File: src/rtl/prn_seq_ctrl.sv
// ============================================================================
//  Module   : prn_seq_ctrl
//  Purpose  : Sequencing controller for the 10-bit PRN sequence generator.
//             Accepts seed/length jobs, loads the seed by holding the
//             generator in reset for one cycle, runs it for a fixed number of
//             chips (or continuously), re-times the chip stream, flags
//             full-period epochs and rejects the all-zero lock-up seed.
//  Options  : PRN_LOCKUP_CHK_EN - enables lock-up (zero state) and
//             period-length checking while running.
//  Revision : 1.0 - initial release
// ============================================================================
`default_nettype none

module prn_seq_ctrl #(
    parameter int LEN_W  = 16,
    parameter int SEED_W = 10,
    parameter int PERIOD = 1023
) (
    input  logic              clk,
    input  logic              rst,
    input  logic              cfg_valid,
    output logic              cfg_ready,
    input  logic [SEED_W-1:0] cfg_seed,
    input  logic [LEN_W-1:0]  cfg_len,
    input  logic              stop,
    output logic              gen_rst,
    output logic [SEED_W-1:0] gen_seed,
    input  logic [SEED_W-1:0] gen_state,
    input  logic              gen_stream,
    output logic              chip_out,
    output logic              chip_valid,
    output logic              epoch,
    output logic              busy,
    output logic              done,
    output logic              err
);

    localparam logic [1:0] S_IDLE = 2'd0;
    localparam logic [1:0] S_LOAD = 2'd1;
    localparam logic [1:0] S_RUN  = 2'd2;

    localparam logic [SEED_W-1:0] C_SEED_RST = SEED_W'(1);

    logic [1:0]        r_state;
    logic [1:0]        w_state_nxt;
    logic [SEED_W-1:0] r_seed_q;
    logic [LEN_W-1:0]  r_len_q;
    logic [LEN_W-1:0]  r_cnt;
    logic              r_was_run;
    logic              r_chip_out;
    logic              r_chip_valid;
    logic              r_epoch;
    logic              r_done;
    logic              r_err;

    logic w_run;
    logic w_accept;
    logic w_zero_seed;
    logic w_first;
    logic w_match;
    logic w_last;
    logic w_abort;

    assign w_run       = (r_state == S_RUN);
    assign w_accept    = cfg_valid && (r_state == S_IDLE);
    assign w_zero_seed = (cfg_seed == '0);
    // The generator holds the loaded seed during the first RUN cycle, so a
    // seed match there is not a completed period.
    assign w_first     = w_run && !r_was_run;
    assign w_match     = w_run && !w_first && (gen_state == r_seed_q);
    assign w_last      = (r_len_q != '0) && (r_cnt == (r_len_q - LEN_W'(1)));

`ifdef PRN_LOCKUP_CHK_EN
    localparam int              PW       = $clog2(PERIOD + 1);
    localparam logic [PW-1:0]   C_PERIOD = PW'(PERIOD);

    logic [PW-1:0] r_per;
    logic [PW-1:0] w_dist;
    logic          w_per_bad;

    // Distance in RUN cycles from the previous epoch (or from RUN entry).
    assign w_dist    = w_first ? '0 : r_per;
    assign w_per_bad = (r_len_q == '0) &&
                       (w_match ? (w_dist != C_PERIOD) : (w_dist == C_PERIOD));
    assign w_abort   = w_run && ((gen_state == '0) || w_per_bad);

    // Period distance counter, restarted on each epoch.
    always_ff @(posedge clk) begin
        if (!rst) begin
            r_per <= '0;
        end else if (w_run) begin
            r_per <= w_match ? PW'(1) : (w_dist + PW'(1));
        end
    end
`else
    logic [31:0] w_unused_period;
    assign w_unused_period = PERIOD;
    assign w_abort         = 1'b0;
`endif

    // State register.
    always_ff @(posedge clk) begin
        if (!rst) begin
            r_state <= S_IDLE;
        end else begin
            r_state <= w_state_nxt;
        end
    end

    // Next-state logic.
    always_comb begin
        w_state_nxt = r_state;
        case (r_state)
            S_IDLE:  if (w_accept && !w_zero_seed) w_state_nxt = S_LOAD;
            S_LOAD:  w_state_nxt = S_RUN;
            S_RUN:   if (w_abort || w_last || stop) w_state_nxt = S_IDLE;
            default: w_state_nxt = S_IDLE;
        endcase
    end

    // State-decoded outputs: generator held in reset/load outside RUN.
    always_comb begin
        cfg_ready = 1'b0;
        gen_rst   = 1'b1;
        busy      = 1'b0;
        case (r_state)
            S_IDLE:  cfg_ready = 1'b1;
            S_LOAD:  busy      = 1'b1;
            S_RUN: begin
                gen_rst = 1'b0;
                busy    = 1'b1;
            end
            default: cfg_ready = 1'b0;
        endcase
    end

    assign gen_seed   = r_seed_q;
    assign chip_out   = r_chip_out;
    assign chip_valid = r_chip_valid;
    assign epoch      = r_epoch;
    assign done       = r_done;
    assign err        = r_err;

    // Job registers, chip re-timing and status pulses.
    always_ff @(posedge clk) begin
        if (!rst) begin
            r_seed_q     <= C_SEED_RST;
            r_len_q      <= '0;
            r_cnt        <= '0;
            r_was_run    <= 1'b0;
            r_chip_out   <= 1'b0;
            r_chip_valid <= 1'b0;
            r_epoch      <= 1'b0;
            r_done       <= 1'b0;
            r_err        <= 1'b0;
        end else begin
            r_was_run    <= w_run;
            r_chip_valid <= w_run && !w_abort;
            r_epoch      <= w_match && !w_abort;
            r_done       <= (w_accept && w_zero_seed) ||
                            (w_run && (w_abort || w_last || stop));
            if (w_run && !w_abort) begin
                r_chip_out <= gen_stream;
            end
            if (w_accept) begin
                r_seed_q <= cfg_seed;
                r_len_q  <= cfg_len;
                r_cnt    <= '0;
                r_err    <= w_zero_seed;
            end else if (w_run) begin
                r_cnt <= r_cnt + LEN_W'(1);
                if (w_abort) begin
                    r_err <= 1'b1;
                end
            end
        end
    end

endmodule

`default_nettype wire

File: config.mk
export PLATFORM = sky130hd
export DESIGN_NAME = prn_seq_ctrl
export DESIGN_NICKNAME = d
export VERILOG_FILES = /design/src/rtl/prn_seq_ctrl.sv
export SDC_FILE = /design/constraint.sdc
export NUM_CORES = 1
export LEC_CHECK = 0
export ABC_AREA = 1
export ABC_CLOCK_PERIOD_IN_PS = 2400
export CAP_MARGIN = 20
export CORE_UTILIZATION = 51
export CTS_CLUSTER_SIZE = 12
export DETAILED_ROUTE_END_ITERATION = 12
export GPL_TIMING_DRIVEN = 0
export PLACE_DENSITY_LB_ADDON = 0.15
export SLEW_MARGIN = 30
export SYNTH_ARGS = -nofsm -noshare
export SYNTH_HDL_FRONTEND = slang
export SYNTH_SLANG_ARGS = --single-unit
File: constraint.sdc
create_clock -name clk -period 2.4 [get_ports clk]
set_input_delay 0.72 -clock clk [delete_from_list [all_inputs] [get_ports clk]]
set_output_delay 0.72 -clock clk [all_outputs]
set_load 0.02 [all_outputs]
## After elaboration in Yosys (flattened, before gate mapping)

Index checks and enable logic that the tools add are counted.

- $lt $le $gt $ge: 0
- Reductions and logical operators: 19
- Equal/unequal tests: 6
- Divide/modulo/power cells: 0
- Shift-type cells: 0
- Add/subtract/negate cells: 2
- Multiplexer cells: 6
- Bitwise operators: 1
- Multipliers: 0

Operators by type and width:

| kind | number |
|---|---|
| $add 16x1->16 const B | 1 |
| $eq 16x16->1 | 1 |
| $reduce_bool 16->1 | 1 |
| $sub 16x1->16 const B | 1 |
| $eq 10x10->1 | 1 |
| $logic_not 10->1 | 1 |
| $logic_and 1x1->1 | 8 |
| $pmux 2 s3 | 1 |
| $mux 2 | 2 |
| $ne 2x1->1 const B | 2 |
| $reduce_or 2->1 | 2 |
| $logic_not 1->1 | 3 |
| $mux 1 | 3 |
| $eq 2x1->1 const B | 1 |
| $eq 2x2->1 const B | 1 |
| $logic_not 2->1 | 1 |
| $logic_or 1x1->1 | 2 |
| $reduce_and 2->1 | 1 |
| $not 1->1 | 1 |

- Bits in registers: 49
- Input port bits: 41
- Bits in writable memories: 0
- Memories kept: 0
- ROM bits: 0
- Latch bits: 0

## Depth between registers and ports, before layout

- Depth after elaboration: 6
- Gate-level depth with buffers: 16
- Gate-level depth less buffers: 16

## Least setup slack after synthesis

OpenSTA, ideal clock, no wires.

- Path kind: register -> register
- From: register r_state[0]
- To: register r_cnt[13]
- Setup slack: 0.506 ns
- Arrival: 1.775 ns
- Period minus slack after synthesis: 1.894 ns
- Path buffers: 0
- Library setup time: 0.119 ns
- Cell stages (with the launch flop): 14
- Path through: dfxtp_1 > inv_1 > ha_1 > inv_2 > nor2_1 > nand2_1 > nor2_2 > nand2_1 > nor2_2 > nand2_2 > nor3b_2 > nand2_1 > o21ai_1 > a21oi_1

RTL lines:

| what | RTL line | text |
|---|---|---|
| from (decl) | 44 | `logic [1:0] r_state;` |
| from (signal assigned) | 106 | `r_state <= w_state_nxt;` |
| $eq 2x2->1 | 64 | `assign w_run = (r_state == S_RUN);` |
| via w_run | 56 | `logic w_run;` |
| to (signal assigned) | 171 | `r_cnt <= r_cnt + LEN_W'(1);` |
| to (decl) | 48 | `logic [LEN_W-1:0] r_cnt;` |

The timed path passes the listed nets, and every way through them passes these cells.
A chain may end at the register's enable or synchronous reset.

## Worst setup path after layout

- From: register r_state[0]
- To: output cfg_ready

- Word-level cells in the longest chain between the ends: 2

RTL lines:

| what | RTL line | text |
|---|---|---|
| $logic_not 2->1 | 126 | `case (r_state)` |
| $mux 1 | 126 |  |
| to (decl) | 22 | `output logic cfg_ready,` |

No other way between the ends.

==> flow_summary.json <==
{
  "chipHeight_um": 74.5,
  "irDropWorstVdd_mv": 0.394,
  "power.total_w": 0.00294,
  "htree_num_levels": 2,
  "die_w_um": 74.5,
  "syn_area_per_cell_um2": 6.67,
  "slew_headroom_pct": 62.4,
  "synth_fp_nets": 449,
  "finalHoldViolCount": 0,
  "synth_xor_area_share_pct": 7.52,
  "synth_top_cell_by_area": "dfxtp_1",
  "start_util_pct": 52.8,
  "hold-path-cell-count": 2,
  "period_share_pct": 95.7,
  "tightest_slew_ns": 0.564,
  "fin_area_um2": 3460,
  "synth_top_area_share_pct": 36.6,
  "timing.rr.start": "r_len_q[0]",
  "gp_congestion": 0.901,
  "required_ns": 1.68,
  "synth_compound_area_share_pct": 10.3,
  "hold_buffers": 0,
  "power.density_nw_per_um2": 849,
  "die_area_um2": 5550,
  "grt_overflow_total": 0,
  "synth.top_cells.by_area": "dfxtp_1, nand2_1, inv_1, nor2_1, o21ai_0",
  "ys_types": 28,
  "finalSetupTns_ns": 0,
  "cts_buffer_depth": 2,
  "drt-total-wl_um": 6390,
  "synth-main-ff-cell": "dfxtp_1",
  "vias": 2636,
  "grt_pass1_vias": 2418,
  "cp.arrival_ns": 1.58,
  "synth_common_cells": "nand2_1, inv_1, dfxtp_1",
  "clk-insertion-delay-late_ns": 0.31,
  "ys_warn_count": 0,
  "hold_path_end": "err",
  "hp-start": "err",
  "clockRootBuffer": "clkbuf_8",
  "drv_slew": 0,
  "clk_pin_slew_worst_paths_ns": 0.10,
  "grtUsageTotal_pct": 24.4,
  "grt_setup_unrepaired": "false",
  "drcViolationCount": 0,
  "drtAntennaViolNets": 0,
  "reg2regPathDepth": 15,
  "drt-vias-per-instance": 4.90,
  "ys_seq_area_share_pct": 36.6,
  "hp-class": "flop to flop",
  "maxCapViolations": 0,
  "grt_max_degree": 17,
  "fin_worst_skew_ns": 0.0116,
  "wire_per_inst_um": 11.9,
  "grt_pass1_wl_um": 10300,
  "synth_top_family_by_area": "simple AND/OR/NAND/NOR gates",
  "diodes": 0,
  "grt_antenna_before_repair": 0,
  "synth-simple-area-share_pct": 33.4,
  "end_kind": "output port",
  "fmax_mhz": 435,
  "syn_inst": 402,
  "setup_viol": 0,
  "syn_to_final_growth_pct": 29.3,
  "nets": 514,
  "worstSetupPathType": "flop to output port",
  "layout-drive-gt1-share_pct": 5.77,
  "whs_ns": 0.465,
  "yosysMostFrequentCell": "nand2_1",
  "place_ws_ns": -0.430,
  "fin_ws_ns": 0.104,
  "synthMuxAreaShare_pct": 0,
  "detailedRoute.firstPassIterationCount": 4,
  "period_needed_ns": 2.30,
  "drt_iter0_markers": 97,
  "dpl-instance-area_um2": 3350,
  "yosys.area_share.adder_pct": 2.80,
  "cts.sinks": 49,
  "dp_hpwl_um": 5110,
  "rrSetupSlack_ns": 0.31,
  "r2r_end": "r_state[1]",
  "cts_tree": "done",
  "ys_async_sr_fraction_pct": 0,
  "io_pins": 59,
  "syn_area_um2": 2680,
  "status": "completed",
  "portBuffers": 58,
  "synth-edff-count": 0,
  "core_area_um2": 5070,
  "rows": 26,
  "p_leak_nw": 1.50,
  "crit_fanout": 4,
  "numCtsBuffers": 5,
  "cp-start-kind": "flop",
  "ys_ff_latch": 49
}
[cells by family (layout without fill, tap and decap cells)]
| family | Yosys count | in the layout |
|---|---|---|
| xor gates and xnor gates | 23 | 23 |
| and+or+nand+nor | 205 | 205 |
| buffers and inverters | 67 | 133 |
| AOI/OAI and AO/OA | 52 | 52 |
| adders and majority gates | 6 | 6 |
| DFF | 49 | 49 |
[flip-flops by register name (all words and copies together) (netlist names)]
name	flops
chip_out	1
chip_valid	1
done	1
epoch	1
err	1
gen_seed	10
r_cnt	16
r_len_q	16
r_state	2
[power breakdown]
part           leakage, nW  internal, W  switching, W
logic                 1.05     0.000547      0.000825
clock network       0.0518     0.000240      0.000291
registers            0.399     0.000929      0.000111
[layout make-up]
class,instances,area (um2)
Multi-Input combinational cell,286,1460
Timing Repair Buffer,58,582
Inverter,62,233
Tap cell,70,87.6
Clock buffer,6,82.6
Clock inverter,2,17.5
Buffer,5,18.8
Fill cell,477,1610
Sequential cell,49,981
[layer usage]
metal / share of wire, % / global-route usage [%]
met1: 46 / 31.0
met3: 6.3 / 5.42
met5: 0 / 0
met2: 46 / 41.0
met4: 1.8 / 7.76
[cell usage in the layout, fill, tap and decap left out, drive strengths merged]
cell type	synthesis	layout
nand2	110	110
inv	62	63
clkdlybuf4s50	0	56
nor2	51	51
dfxtp	49	49
o21ai	30	30
nand3	25	25
a21oi	17	17
xnor2	16	16
clkbuf	5	11
xor2	7	7
nor3	6	6
ha	6	6
a22o	4	4
nand4	4	4
or2	4	4
nor4	3	3
o22ai	1	1
nor3b	1	1
nand3b	1	1
clkinv	0	1
dlymetal6s2s	0	1
dlygate4sd2	0	1
[worst max path at each step]
stage / startpoint / to / slack (ns) / depth (start not counted)
final: r_state[0] / cfg_ready / 0.10 / 3
after global routing: r_state[0] / cfg_ready / 0.03 / 3
after CTS: r_state[0] / busy / 0.06 / 3
after detailed placement: rst / r_cnt[2] / -0.43 / 6
after global placement: rst / r_cnt[2] / -0.41 / 6
after floorplan: r_state[0] / r_cnt[13] / 0.51 / 13
[metrics by stage]
stage,std cells,utilization [%]
floorplan,402,-
global placement,530,66.0
detailed placement,530,66.0
CTS,538,68.0
global route,538,68.3
finish,538,68.3
[repair_timing]
action / in CTS / in global routing
setup endpoints to repair: 13 / 5
buffers inserted: 0 / 0
hold endpoints to repair: 0 / 0
gates resized for setup: 2 / 4
[critical path, stage by stage (launching register included)]
cell,delay [ns]
dfxtp_1,0.33
inv_1,0.08
ha_1,0.22
clkdlybuf4s50_1,0.63
No activity file was read; power rests on OpenSTA's default activity.
